--- config.mk ---
export PLATFORM = sky130hd
export DESIGN_NAME = button_conditioner_flat
export DESIGN_NICKNAME = d
export VERILOG_FILES = /design/src/rtl/breakout_pkg.sv /design/src/rtl/button_conditioner_if.sv /design/src/rtl/button_channel.sv /design/src/rtl/button_conditioner.sv /design/src/flat_wrapper.sv
export SDC_FILE = /design/constraint.sdc
export NUM_CORES = 1
export LEC_CHECK = 0
export BUFFER_PORTS_ARGS = -buffer_cell sky130_fd_sc_hd__buf_2
export CAP_MARGIN = 20
export CORE_MARGIN = 8
export CORE_UTILIZATION = 51
export DETAILED_ROUTE_END_ITERATION = 8
export PLACE_DENSITY = 0.7
export REMOVE_ABC_BUFFERS = 1
export SYNTH_ARGS = -nofsm -noshare
export SYNTH_HDL_FRONTEND = slang
export SYNTH_SLANG_ARGS = --single-unit
--- constraint.sdc ---
create_clock -name sys_clk -period 3.9 [get_ports sys_clk]
set_input_delay 0.195 -clock sys_clk [delete_from_list [all_inputs] [get_ports sys_clk]]
set_output_delay 0.195 -clock sys_clk [all_outputs]
set_load 0.005 [all_outputs]
--- src/rtl/breakout_pkg.sv ---
// Shared Breakout definitions: button count, button indices and the repeat FSM encoding.
package breakout_pkg;

  localparam int unsigned N_BTN  = 4;

  localparam int unsigned BTN_B2 = 0;
  localparam int unsigned BTN_B3 = 1;
  localparam int unsigned BTN_B4 = 2;
  localparam int unsigned BTN_B5 = 3;

  typedef enum logic [1:0] {
    RELEASED,
    DELAY,
    REPEAT
  } rep_state_t;

  function automatic int unsigned max_u(input int unsigned a, input int unsigned b);
    return (a > b) ? a : b;
  endfunction

endpackage

--- src/rtl/button_conditioner_if.sv ---
// Raw button pins in, conditioned level and pulse vectors out.
interface button_conditioner_if;
  import breakout_pkg::*;

  logic [N_BTN-1:0] btn_raw;
  logic [N_BTN-1:0] btn_level;
  logic [N_BTN-1:0] btn_press;
  logic [N_BTN-1:0] btn_release;
  logic [N_BTN-1:0] btn_repeat;

  modport master (
    output btn_raw,
    input  btn_level,
    input  btn_press,
    input  btn_release,
    input  btn_repeat
  );

  modport slave (
    input  btn_raw,
    output btn_level,
    output btn_press,
    output btn_release,
    output btn_repeat
  );

endinterface

--- src/rtl/button_channel.sv ---
// One button: two-flop synchroniser, debounce counter, press/release pulses and auto-repeat FSM.
module button_channel
  import breakout_pkg::*;
#(
  parameter int unsigned DEBOUNCE_CYC     = 1_000_000,
  parameter int unsigned REPEAT_DELAY_CYC = 25_000_000,
  parameter int unsigned REPEAT_RATE_CYC  = 5_000_000,
  parameter bit          ACTIVE_LOW       = 1'b1
) (
  input  logic sys_clk,
  input  logic sys_rst_n,
  input  logic raw,
  output logic level,
  output logic press_pulse,
  output logic release_pulse,
  output logic repeat_pulse
);

  localparam int unsigned DW = $clog2(DEBOUNCE_CYC);
  localparam int unsigned RW = $clog2(max_u(REPEAT_DELAY_CYC, REPEAT_RATE_CYC));

  localparam logic [DW-1:0] DCNT_LAST  = DW'(DEBOUNCE_CYC - 1);
  localparam logic [RW-1:0] DELAY_LAST = RW'(REPEAT_DELAY_CYC - 1);
  localparam logic [RW-1:0] RATE_LAST  = RW'(REPEAT_RATE_CYC - 1);

  logic          s1_q, s2_q;
  logic          level_q, level_d;
  logic [DW-1:0] dcnt_q, dcnt_d;
  logic          press_q, release_q, repeat_q, repeat_d;
  logic [RW-1:0] rcnt_q, rcnt_d;
  rep_state_t    state_q, state_d;
  logic          rise, fall;

  always_comb begin
    dcnt_d  = dcnt_q;
    level_d = level_q;
    rise    = 1'b0;
    fall    = 1'b0;
    if (s2_q == level_q) begin
      dcnt_d = '0;
    end else if (dcnt_q == DCNT_LAST) begin
      dcnt_d  = '0;
      level_d = s2_q;
      rise    = s2_q;
      fall    = ~s2_q;
    end else begin
      dcnt_d = dcnt_q + DW'(1);
    end
  end

  // A release on the same edge a repeat falls due takes priority and suppresses the pulse.
  always_comb begin
    state_d  = state_q;
    rcnt_d   = rcnt_q;
    repeat_d = 1'b0;
    unique case (state_q)
      RELEASED: begin
        if (rise) begin
          repeat_d = 1'b1;
          rcnt_d   = '0;
          state_d  = DELAY;
        end
      end
      DELAY: begin
        if (fall) begin
          rcnt_d  = '0;
          state_d = RELEASED;
        end else if (rcnt_q == DELAY_LAST) begin
          repeat_d = 1'b1;
          rcnt_d   = '0;
          state_d  = REPEAT;
        end else begin
          rcnt_d = rcnt_q + RW'(1);
        end
      end
      REPEAT: begin
        if (fall) begin
          rcnt_d  = '0;
          state_d = RELEASED;
        end else if (rcnt_q == RATE_LAST) begin
          repeat_d = 1'b1;
          rcnt_d   = '0;
        end else begin
          rcnt_d = rcnt_q + RW'(1);
        end
      end
      default: begin
        rcnt_d  = '0;
        state_d = RELEASED;
      end
    endcase
  end

  always_ff @(posedge sys_clk or negedge sys_rst_n) begin
    if (!sys_rst_n) begin
      s1_q      <= 1'b0;
      s2_q      <= 1'b0;
      level_q   <= 1'b0;
      dcnt_q    <= '0;
      press_q   <= 1'b0;
      release_q <= 1'b0;
      repeat_q  <= 1'b0;
      rcnt_q    <= '0;
      state_q   <= RELEASED;
    end else begin
      s1_q      <= raw ^ ACTIVE_LOW;
      s2_q      <= s1_q;
      level_q   <= level_d;
      dcnt_q    <= dcnt_d;
      press_q   <= rise;
      release_q <= fall;
      repeat_q  <= repeat_d;
      rcnt_q    <= rcnt_d;
      state_q   <= state_d;
    end
  end

  assign level         = level_q;
  assign press_pulse   = press_q;
  assign release_pulse = release_q;
  assign repeat_pulse  = repeat_q;

endmodule

--- src/rtl/button_conditioner.sv ---
// Conditions the four board push-buttons into clean levels, edge pulses and auto-repeat pulses.
module button_conditioner
  import breakout_pkg::*;
#(
  parameter int unsigned DEBOUNCE_CYC     = 1_000_000,
  parameter int unsigned REPEAT_DELAY_CYC = 25_000_000,
  parameter int unsigned REPEAT_RATE_CYC  = 5_000_000,
  parameter bit          ACTIVE_LOW       = 1'b1
) (
  input  logic          sys_clk,
  input  logic          sys_rst_n,
  button_conditioner_if.slave bus
);

  logic [N_BTN-1:0] level;
  logic [N_BTN-1:0] press;
  logic [N_BTN-1:0] rel;
  logic [N_BTN-1:0] rep;

  for (genvar i = 0; i < N_BTN; i++) begin : g_ch
    button_channel #(
      .DEBOUNCE_CYC     (DEBOUNCE_CYC),
      .REPEAT_DELAY_CYC (REPEAT_DELAY_CYC),
      .REPEAT_RATE_CYC  (REPEAT_RATE_CYC),
      .ACTIVE_LOW       (ACTIVE_LOW)
    ) u_ch (
      .sys_clk       (sys_clk),
      .sys_rst_n     (sys_rst_n),
      .raw           (bus.btn_raw[i]),
      .level         (level[i]),
      .press_pulse   (press[i]),
      .release_pulse (rel[i]),
      .repeat_pulse  (rep[i])
    );
  end

  assign bus.btn_level   = level;
  assign bus.btn_press   = press;
  assign bus.btn_release = rel;
  assign bus.btn_repeat  = rep;

endmodule

--- src/flat_wrapper.sv ---
// flat-port wrapper written by rule: the top's interface ports become plain ports
module button_conditioner_flat import breakout_pkg::*;
#(
  parameter int unsigned DEBOUNCE_CYC     = 1_000_000,
  parameter int unsigned REPEAT_DELAY_CYC = 25_000_000,
  parameter int unsigned REPEAT_RATE_CYC  = 5_000_000,
  parameter bit          ACTIVE_LOW       = 1'b1
)
  (sys_clk, sys_rst_n, bus_btn_raw, bus_btn_level, bus_btn_press, bus_btn_release, bus_btn_repeat);
  button_conditioner_if bus_i ();
  input  logic sys_clk;
  input  logic sys_rst_n;
  input wire logic [$bits(bus_i.btn_raw)-1:0] bus_btn_raw;
  output wire logic [$bits(bus_i.btn_level)-1:0] bus_btn_level;
  output wire logic [$bits(bus_i.btn_press)-1:0] bus_btn_press;
  output wire logic [$bits(bus_i.btn_release)-1:0] bus_btn_release;
  output wire logic [$bits(bus_i.btn_repeat)-1:0] bus_btn_repeat;
  assign bus_i.btn_raw = bus_btn_raw;
  assign bus_btn_level = bus_i.btn_level;
  assign bus_btn_press = bus_i.btn_press;
  assign bus_btn_release = bus_i.btn_release;
  assign bus_btn_repeat = bus_i.btn_repeat;
  button_conditioner #(.DEBOUNCE_CYC(DEBOUNCE_CYC), .REPEAT_DELAY_CYC(REPEAT_DELAY_CYC), .REPEAT_RATE_CYC(REPEAT_RATE_CYC), .ACTIVE_LOW(ACTIVE_LOW)) u_core (.sys_clk(sys_clk), .sys_rst_n(sys_rst_n), .bus(bus_i));
endmodule
==> results of run 1 <==
==> report_power, final <==
part	internal (mW)	total, mW	switching, mW
clock	1.35	2.22	0.873
sequential	2.22	2.23	0.0136
combinational	0.0231	0.0916	0.0686
total	3.59	4.54	0.956
==> worst max-delay path, cell delays in order, from the launching register on <==
cell and delay [ps]:
sky130_fd_sc_hd__dfrtp_1 390, sky130_fd_sc_hd__ha_1 210, sky130_fd_sc_hd__and4_1 250, sky130_fd_sc_hd__nand4_1 270, sky130_fd_sc_hd__o31ai_2 680, sky130_fd_sc_hd__o211ai_2 490, sky130_fd_sc_hd__or4_1 590, sky130_fd_sc_hd__nand3_1 90
==> per-layer routing <==
| layer | GRT usage | wire length, um | vias to the layer above |
|---|---|---|---|
| met5 | 0 | 0 | - |
| met1 | 0.246 | 11400 | 4371 |
| li1 | - | - | 4539 |
| met2 | 0.280 | 10600 | 128 |
| met3 | 0.0248 | 865 | 34 |
| met4 | 0.0430 | 417 | 0 |
==> area by class of cell <==
class / count / area, um^2 / share of cell area
multi-input combinational: 950 / 5670 / 0.452
inverter: 48 / 180 / 0.0144
clock inverter: 2 / 16.3 / 0.00130
timing repair buffer: 36 / 253 / 0.0201
sequential: 212 / 5310 / 0.423
clock buffer: 40 / 774 / 0.0617
tap: 280 / 350 / 0.0279
==> timing repair <==
action | in CTS | in global routing
endpoints found under the hold margin | 103 | 0
resized for setup | 0 | 0
hold buffers | 5 | 0
setup buffers | 0 | 0
==> synthesized netlist by cell type (2+ instances only) <==
master                     count  share of area
sky130_fd_sc_hd__dfrtp_1     212           0.46
sky130_fd_sc_hd__nand2_1     144          0.047
sky130_fd_sc_hd__nand3_1     135          0.059
sky130_fd_sc_hd__nor2_1      122          0.040
sky130_fd_sc_hd__or3_1        53          0.029
sky130_fd_sc_hd__o21ai_0      49          0.021
sky130_fd_sc_hd__inv_1        48          0.016
sky130_fd_sc_hd__xnor2_1      42          0.032
sky130_fd_sc_hd__nand4_1      39          0.021
sky130_fd_sc_hd__xor2_1       37          0.028
sky130_fd_sc_hd__nor4_1       32          0.018
sky130_fd_sc_hd__a21oi_1      31          0.014
sky130_fd_sc_hd__clkbuf_1     29         0.0095
sky130_fd_sc_hd__nor3_1       25          0.011
sky130_fd_sc_hd__and3_1       24          0.013
sky130_fd_sc_hd__ha_1         24          0.026
sky130_fd_sc_hd__a21o_1       17          0.011
sky130_fd_sc_hd__and4_1       16          0.012
sky130_fd_sc_hd__buf_4        16          0.011
sky130_fd_sc_hd__or4_1        14         0.0092
sky130_fd_sc_hd__o311ai_0     13          0.010
sky130_fd_sc_hd__and2_1       12         0.0066
sky130_fd_sc_hd__or2_2        10         0.0055
sky130_fd_sc_hd__nand2b_1      9         0.0049
sky130_fd_sc_hd__nor2b_1       9         0.0049
sky130_fd_sc_hd__o211ai_1      9         0.0059
sky130_fd_sc_hd__o22ai_1       8         0.0044
sky130_fd_sc_hd__nor3b_1       7         0.0046
sky130_fd_sc_hd__o21a_1        7         0.0046
sky130_fd_sc_hd__nor4b_1       6         0.0046
sky130_fd_sc_hd__a31oi_1       5         0.0027
sky130_fd_sc_hd__mux2_2        4         0.0039
sky130_fd_sc_hd__nand4b_1      4         0.0031
sky130_fd_sc_hd__o311ai_1      4         0.0031
sky130_fd_sc_hd__a22o_1        3         0.0023
sky130_fd_sc_hd__buf_1         3        0.00099
sky130_fd_sc_hd__buf_2         3         0.0013
sky130_fd_sc_hd__nor4bb_1      3         0.0026
sky130_fd_sc_hd__o31a_1        3         0.0023
sky130_fd_sc_hd__o41a_1        3         0.0030
sky130_fd_sc_hd__mux2i_1       2         0.0018
sky130_fd_sc_hd__o21ai_1       2        0.00088
sky130_fd_sc_hd__o31ai_1       2         0.0013
==> cell families (layout without fill, tap and decap cells) <==
family,Yosys count,count (layout),synth area share
AOI/OAI and AO/OA,171,171,0.101
xor gates and xnor gates,79,79,0.0606
buffers and inverters,100,126,0.0391
and+or+nand+nor,670,670,0.302
adders and majority gates,24,24,0.0263
muxes,6,6,0.00570
DFF,212,212,0.465
==> how the worst min path moves through the flow <==
stage                         from                        endpoint  slack, ps
floorplan                sys_rst_n   u_core.g_ch[0].u_ch.dcnt_q[0]       -100
global placement         sys_rst_n  u_core.g_ch[0].u_ch.rcnt_q[16]        280
detailed placement       sys_rst_n  u_core.g_ch[0].u_ch.rcnt_q[16]        300
CTS                 bus_btn_raw[3]        u_core.g_ch[3].u_ch.s1_q        330
global route        bus_btn_raw[1]        u_core.g_ch[1].u_ch.s1_q        340
finish                   sys_rst_n  u_core.g_ch[0].u_ch.rcnt_q[18]        290
==> state kept, by name (all words and copies together), names as in the netlist <==
signal	count
u_core.g_ch.u_ch.level	4
u_core.g_ch.u_ch.dcnt_q	80
u_core.g_ch.u_ch.s2_q	4
u_core.g_ch.u_ch.release_pulse	4
u_core.g_ch.u_ch.state_q	8
u_core.g_ch.u_ch.press_pulse	4
u_core.g_ch.u_ch.rcnt_q	100
u_core.g_ch.u_ch.s1_q	4
u_core.g_ch.u_ch.repeat_pulse	4
==> through the flow <==
stage / hold slack [ps] / instances / setup slack (ps)
CTS: 327 / 1568 / 881
global route: 341 / 1568 / 581
detailed placement: 297 / 1521 / 907
global placement: 282 / 1521 / 1010
finish: 293 / 1568 / 859
floorplan: -101 / 1210 / 976
==> impl_metrics.yaml, run 1 <==
outcome:
  outcome: "complete, no violations"
run:
  drv_cap: 0
timing:
  worstMarginPinSlew_ps: 1000
  slew_headroom: 0.328
  timing.fmax_mhz: 329
  slew_violations: 0
  grt_setup_unrepaired: "false"
  fin_skew_ps: 10.9
  post-route-min-period_ps: 3040
  final_hold_viol_count: 0
  setup-tns-final_ps: 0
  timing.final.setup_violations: 0
  finalCritPeriodShare: 0.780
logic_synthesis:
  synth_seq_cells: 212
  ys_dominant_reg_cell: "sky130_fd_sc_hd__dfrtp_1"
  synth_area_um2: 11400
  number_of_synthesized_flops_with_an_enable_pin: 0
  post_synth_inst_count: 1262
  synth-seq-area-share: 0.465
  ys_types: 65
  syn_avg_cell_area_um2: 9.04
  yosysWarningCount: 0
  postSynth.asyncResetShare: 1.00
clocking:
  cts.clk_slew.worst_paths_ps: 60
  number_of_cts_inserted_buffers: 26
  tritoncts_clock_tree: "built"
  ctsLongestPathBuffers: 3
  root_buffer: "sky130_fd_sc_hd__clkbuf_16"
  clk-insertion-delay-late_ps: 510
  htree_levels: 1
  cts.sink_count: 212
setup_path:
  startpoint: "u_core.g_ch[3].u_ch.dcnt_q[0]"
  r2r.worst_path.cells: 7
  timing.critical_path.to: "u_core.g_ch[3].u_ch.rcnt_q[11]"
  type_of_the_setup_path_with_the_least_slack: "flip-flop to flip-flop"
  required_ps: 4350
  ff2ff_setup_slack_ps: 860
  end_kind: "flip-flop"
  reg2reg_to: "u_core.g_ch[3].u_ch.rcnt_q[11]"
  crit_arrival_ps: 3490
  reg2reg_from: "u_core.g_ch[3].u_ch.dcnt_q[0]"
  crit_fanout: 18
  worst_setup_path_start_kind: "flip-flop"
die:
  floorplan.core_area_um2: 21900
  floorplan.die_area_um2: 27400
  die_height_um: 166
  floorplan.initialDensity: 0.521
  row_count: 54
  chipWidth_um: 166
  num_io_pins: 22
drt:
  drc_errors: 0
  drtAntennaViolNets: 0
  drt_pass1_iterations: 4
  routed_wirelength_um: 23300
  via_per_inst: 5.79
  route.vias.total: 9072
  drt_first_iter_violations: 641
  route.detailed.wl_per_inst_um: 14.9
power:
  power-per-cell-area_nw_per_um2: 362
  totalPowerFinal_mw: 4.54
  power.leakage_nw: 5.30
  vdd.ir_drop.worst_v: 0.000322
cells_and_area:
  num-nets-final: 1304
  n_antenna_cell: 0
  finish.utilization: 0.573
  layout_common_cells: "212 x sky130_fd_sc_hd__dfrtp_1, 144 x sky130_fd_sc_hd__nand2_1, 135 x sky130_fd_sc_hd__nand3_1"
  fin_area_um2: 12600
  area_growth_syn_to_layout_pct: 9.98
  drive_above_1_share: 0.0691
  fill_cells: 1938
  mostFrequentLayoutCell: "sky130_fd_sc_hd__dfrtp_1"
grt:
  grt_pass1_wl_um: 41000
  grt_antenna_before_repair: 0
  overflow: 0
  maximum_number_of_pins_on_one_net_before_global_route_repair: 103
  first_global_vias: 8581
  global_route.usage.total: 0.175
place:
  post_dp_cell_area_um2: 11700
  finalWeightedCongestion: 0.838
  port_buffers: 21
  dp.final_hpwl_um: 15400
hold_path:
  min-delay-path-class: "primary input to async pin"
No activity file was read; power rests on OpenSTA's default activity.
==> run 2, diff against run 1 <==
Clock period 3.9 ns to 2.8 ns, I/O delays scaled along.
==> impl_metrics.yaml, run 2 (synthesized netlist as in run 1, its figures left out) <==
grt:
  globalRouteMet1Util: 0.247
  groute.layer.met3.usage: 0.0263
  grt_pass1_wl_um: 41900
  global_route.usage.total: 0.179
  globalRouteMet2Util: 0.292
  first_global_vias: 8959
  maximum_number_of_pins_on_one_net_before_global_route_repair: 75
  grt_antenna_before_repair: 0
  overflow: 0
  top_usage_layer_grt: "met2"
setup_path:
  required_ps: 3250
  reg2reg_to: "u_core.g_ch[0].u_ch.rcnt_q[16]"
  timing.critical_path.to: "u_core.g_ch[0].u_ch.rcnt_q[16]"
  reg2reg_from: "u_core.g_ch[0].u_ch.dcnt_q[12]"
  r2r.worst_path.cells: 6
  crit_arrival_ps: 3130
  type_of_the_setup_path_with_the_least_slack: "flip-flop to flip-flop"
  crit_fanout: 24
  end_kind: "flip-flop"
  worst_setup_path_start_kind: "flip-flop"
  startpoint: "u_core.g_ch[0].u_ch.dcnt_q[12]"
  ff2ff_setup_slack_ps: 120
power:
  vdd.ir_drop.worst_v: 0.000474
  p_int_mw: 5.17
  power_switching_mw: 1.34
  seq_power_share: 0.477
  part_of_the_power_in_the_clock_network: 0.503
  power.leakage_nw: 5.46
  net_sw_frac: 0.206
  share_comb_of_total_power: 0.020
  power-per-cell-area_nw_per_um2: 508
timing:
  timing.final.ws_setup_ps: 123
  slew_violations: 0
  worstMarginPinSlew_ps: 937
  fin_skew_ps: 11.6
  final_hold_viol_count: 0
  post-route-min-period_ps: 2680
  finalCritPeriodShare: 0.956
  setup-tns-final_ps: 0
  timing.final.setup_violations: 0
  grt_setup_unrepaired: "false"
  slew_headroom: 0.374
  timing.fmax_mhz: 374
place:
  place_worst_setup_slack_ps: 103
  post_dp_cell_area_um2: 11900
  port_buffers: 21
  dp.final_hpwl_um: 15700
  finalWeightedCongestion: 0.895
cells_and_area:
  mostFrequentLayoutCell: "sky130_fd_sc_hd__dfrtp_1"
  fill_cells: 1889
  drive_above_1_share: 0.0915
  largest_register_ff_count: 100
  fin_area_um2: 12800
  layout_common_cells: "212 x sky130_fd_sc_hd__dfrtp_1, 144 x sky130_fd_sc_hd__nand2_1, 135 x sky130_fd_sc_hd__nand3_1"
  area_growth_syn_to_layout_pct: 12.2
  regMostFlops: "u_core.g_ch.u_ch.rcnt_q"
  largest_registers: "u_core.g_ch.u_ch.rcnt_q (100), u_core.g_ch.u_ch.dcnt_q (80), u_core.g_ch.u_ch.state_q (8)"
  n_antenna_cell: 0
  num-nets-final: 1326
drt:
  route.vias.total: 9105
  via_per_inst: 5.72
  routed_wirelength_um: 23800
  route.detailed.wl_per_inst_um: 14.9
  drc_errors: 0
  drt_first_iter_violations: 551
  drtAntennaViolNets: 0
  drt_pass1_iterations: 4
die:
  chipWidth_um: 166
  num_io_pins: 22
  die_height_um: 166
  floorplan.initialDensity: 0.521
  row_count: 54
  floorplan.core_area_um2: 21900
  floorplan.die_area_um2: 27400
clocking:
  cts.clk_slew.worst_paths_ps: 60
  htree_levels: 1
  clk-insertion-delay-late_ps: 520
  tritoncts_clock_tree: "built"
  cts_setup_buffers: 0
  cts.sink_count: 212
  ctsLongestPathBuffers: 3
  number_of_cts_inserted_buffers: 24
  root_buffer: "sky130_fd_sc_hd__clkbuf_16"
hold_path:
  min-delay-path-class: "primary input to async pin"
run:
  drv_cap: 0
outcome:
  outcome: "complete, no violations"
-- run 2: through the flow --
| stage | power (mW) | hold WS [ps] | util | cells |
|---|---|---|---|---|
| 2_1_floorplan | 3.20 | -156 | - | 1210 |
| 3_3_place_gp | 3.29 | 136 | 0.544 | 1545 |
| 3_5_place_dp | 3.29 | 143 | 0.544 | 1545 |
| 4_1_cts | 6.62 | 184 | 0.585 | 1591 |
| 5_1_grt | 6.73 | 227 | 0.585 | 1591 |
| 6_report | 6.51 | 155 | 0.585 | 1591 |
-- run 2: area by class of cell --
type	count	area [um^2]	area share
tap	280	350	0.0273
multi-input combinational	950	5690	0.444
timing repair buffer	60	458	0.0357
clock inverter	6	108	0.00840
inverter	48	180	0.0141
clock buffer	35	723	0.0565
sequential	212	5310	0.414
-- run 2: critical path, cell delays in order, from the launching register on --
cell and delay [ps]:
sky130_fd_sc_hd__dfrtp_1 410, sky130_fd_sc_hd__or4_1 510, sky130_fd_sc_hd__or4_4 570, sky130_fd_sc_hd__o31ai_4 320
sky130_fd_sc_hd__o211ai_4 270, sky130_fd_sc_hd__or3_1 430, sky130_fd_sc_hd__nand3_1 90
-- run 2: routing by layer --
layer,up-vias,share of wire
met5,-,0
met4,0,0.018
met3,31,0.036
met2,119,0.46
met1,4378,0.49
li1,4577,-
-- run 2: power by group through the flow --
stage	combinational (mW)	clock [mW]	sequential, mW
3_5_place_dp	0.132	0	3.16
4_1_cts	0.138	3.38	3.10
5_1_grt	0.154	3.47	3.10
3_3_place_gp	0.130	0	3.16
2_1_floorplan	0.0428	0	3.15
6_report	0.131	3.28	3.10
-- run 2: how the worst min path moves through the flow --
stage | start | end | slack, ps | depth (start not counted)
after CTS | sys_rst_n | u_core.g_ch[0].u_ch.rcnt_q[19] | 180 | 2
after global routing | sys_rst_n | u_core.g_ch[0].u_ch.rcnt_q[19] | 230 | 2
after floorplan | sys_rst_n | u_core.g_ch[0].u_ch.dcnt_q[0] | -160 | 0
after detailed placement | sys_rst_n | u_core.g_ch[0].u_ch.rcnt_q[17] | 140 | 1
after global placement | sys_rst_n | u_core.g_ch[0].u_ch.rcnt_q[17] | 140 | 1
final | sys_rst_n | u_core.g_ch[0].u_ch.rcnt_q[17] | 160 | 2
-- run 2: repair_timing --
item | CTS | global route
endpoints found under the setup margin | 0 | 34
hold endpoints to repair | 69 | 0
hold buffers | 5 | 0
resized for setup | 0 | 4
==> run 3, diff against run 2 <==
Settings changed: CELL_PAD_IN_SITES_DETAIL_PLACEMENT from default to 0, CELL_PAD_IN_SITES_GLOBAL_PLACEMENT from default to 1, CORE_UTILIZATION 51 to 49, PLACE_DENSITY 0.7 to 0.83.
==> impl_metrics.yaml, run 3 (synthesized netlist as in run 1, its figures left out) <==
outcome:
  outcome: "complete, no violations"
clocking:
  cts.sink_count: 212
  htree_levels: 1
  number_of_cts_inserted_buffers: 25
  cts.clk_slew.worst_paths_ps: 60
  tritoncts_clock_tree: "built"
  ctsLongestPathBuffers: 3
  root_buffer: "sky130_fd_sc_hd__clkbuf_16"
  clk-insertion-delay-late_ps: 510
  cts_setup_buffers: 0
grt:
  top_usage_layer_grt: "met2"
  overflow: 0
  grt_pass1_wl_um: 41700
  global_route.usage.total: 0.169
  globalRouteMet1Util: 0.237
  maximum_number_of_pins_on_one_net_before_global_route_repair: 80
  groute.layer.met3.usage: 0.0226
  first_global_vias: 8724
  globalRouteMet2Util: 0.274
  grt_antenna_before_repair: 0
setup_path:
  type_of_the_setup_path_with_the_least_slack: "flip-flop to flip-flop"
  critPathSlowestCell: "sky130_fd_sc_hd__or4_4"
  timing.critical_path.cells: "or4_1, or4_4, o31ai_4, o211ai_4, or3_1, nand3_1"
  crit_fanout: 24
  end_kind: "flip-flop"
  worst_setup_path_start_kind: "flip-flop"
  crit_arrival_ps: 3120
  cpPeakStageDelay_ps: 580
  critical_path_buf_inv_count: 0
  family_with_the_most_delay_on_the_worst_path: "simple AND/OR/NAND/NOR gates"
  required_ps: 3230
timing:
  worstMarginPinSlew_ps: 728
  final_hold_viol_count: 0
  slew_violations: 0
  finalCritPeriodShare: 0.957
  post-route-min-period_ps: 2680
  fin_skew_ps: 14.9
  setup-tns-final_ps: 0
  grt_setup_unrepaired: "true"
  slew_headroom: 0.512
  timing.final.ws_setup_ps: 119
  final_hold_slack_ps: 201
  timing.final.setup_violations: 0
  timing.fmax_mhz: 373
run:
  drv_cap: 0
power:
  power.leakage_nw: 5.44
  totalPowerFinal_mw: 6.50
  vdd.ir_drop.worst_v: 0.000434
  power-per-cell-area_nw_per_um2: 507
cells_and_area:
  mostFrequentLayoutCell: "sky130_fd_sc_hd__dfrtp_1"
  multiInputGateArea_um2: 5690
  area_growth_syn_to_layout_pct: 12.3
  layout_common_cells: "212 x sky130_fd_sc_hd__dfrtp_1, 143 x sky130_fd_sc_hd__nand2_1, 135 x sky130_fd_sc_hd__nand3_1"
  fill_cells: 2123
  drive_above_1_share: 0.0917
  largest_register_ff_count: 100
  num-nets-final: 1322
  largest_registers: "u_core.g_ch.u_ch.rcnt_q (100), u_core.g_ch.u_ch.dcnt_q (80), u_core.g_ch.u_ch.state_q (8)"
  n_antenna_cell: 0
  finish.utilization: 0.553
  fin_area_um2: 12800
  number_of_cells_in_the_finished_layout_apart_from_fillers: 1628
  ff_latch_area_um2: 5310
  regMostFlops: "u_core.g_ch.u_ch.rcnt_q"
drt:
  route.vias.total: 9044
  drc_errors: 0
  drt_first_iter_violations: 555
  via_per_inst: 5.56
  routed_wirelength_um: 23800
  drt_pass1_iterations: 5
  drtAntennaViolNets: 0
  route.detailed.wl_per_inst_um: 14.6
hold_path:
  min-delay-path-class: "primary input to async pin"
die:
  row_count: 56
  die_height_um: 169
  floorplan.initialDensity: 0.492
  num_io_pins: 22
  floorplan.die_area_um2: 28400
  chipWidth_um: 169
  floorplan.core_area_um2: 23200
place:
  finalWeightedCongestion: 0.811
  placed_cells_incl_taps: 1579
  post_dp_cell_area_um2: 11900
  port_buffers: 21
  dp.final_hpwl_um: 15800
  place_worst_setup_slack_ps: 85.8
## run 3: where the power goes
| group | switching, mW | internal [mW] |
|---|---|---|
| Combinational | 0.0967 | 0.0350 |
| Clock | 1.25 | 2.01 |
| Sequential | 0.0175 | 3.08 |
## run 3: repair_timing
| item | in CTS | in global routing |
|---|---|---|
| hold buffers | 5 | 0 |
| resized for setup | 0 | 6 |
| hold endpoints to repair | 80 | 0 |
| endpoints found under the setup margin | 0 | 37 |
## run 3: worst reg2reg max path: stages (launching register included)
cell,delay (ps)
sky130_fd_sc_hd__dfrtp_1,410
sky130_fd_sc_hd__or4_1,510
sky130_fd_sc_hd__or4_4,580
sky130_fd_sc_hd__o31ai_4,320
sky130_fd_sc_hd__o211ai_4,270
sky130_fd_sc_hd__or3_1,430
sky130_fd_sc_hd__nand3_1,90
## run 3: worst paths after layout
path / from / to / slack (ps) / cells after the start
max in group asynchronous: sys_rst_n / u_core.g_ch[3].u_ch.rcnt_q[20] / 1820 / 3
hold / removal: sys_rst_n / u_core.g_ch[0].u_ch.rcnt_q[18] / 200 / 2
min in group sys_clk: bus_btn_raw[1] / u_core.g_ch[1].u_ch.s1_q / 300 / 3
setup reg to reg: u_core.g_ch[0].u_ch.dcnt_q[12] / u_core.g_ch[0].u_ch.rcnt_q[15] / 120 / 6
setup / recovery: u_core.g_ch[0].u_ch.dcnt_q[12] / u_core.g_ch[0].u_ch.rcnt_q[15] / 120 / 6
hold reg to reg: u_core.g_ch[2].u_ch.s1_q / u_core.g_ch[2].u_ch.s2_q / 350 / 0
## run 3: final cells by class
cell class,count,area share
clock buffer,32,0.0540
clock inverter,12,0.0107
inverter,48,0.0141
multi-input combinational,950,0.444
sequential,212,0.414
tap,319,0.0311
timing repair buffer,55,0.0328
## run 3: layer usage
layer | wire length (um) | part of all wire
met5 | 0 | 0
met4 | 461 | 0.019
met3 | 580 | 0.024
met2 | 10800 | 0.45
met1 | 11900 | 0.50
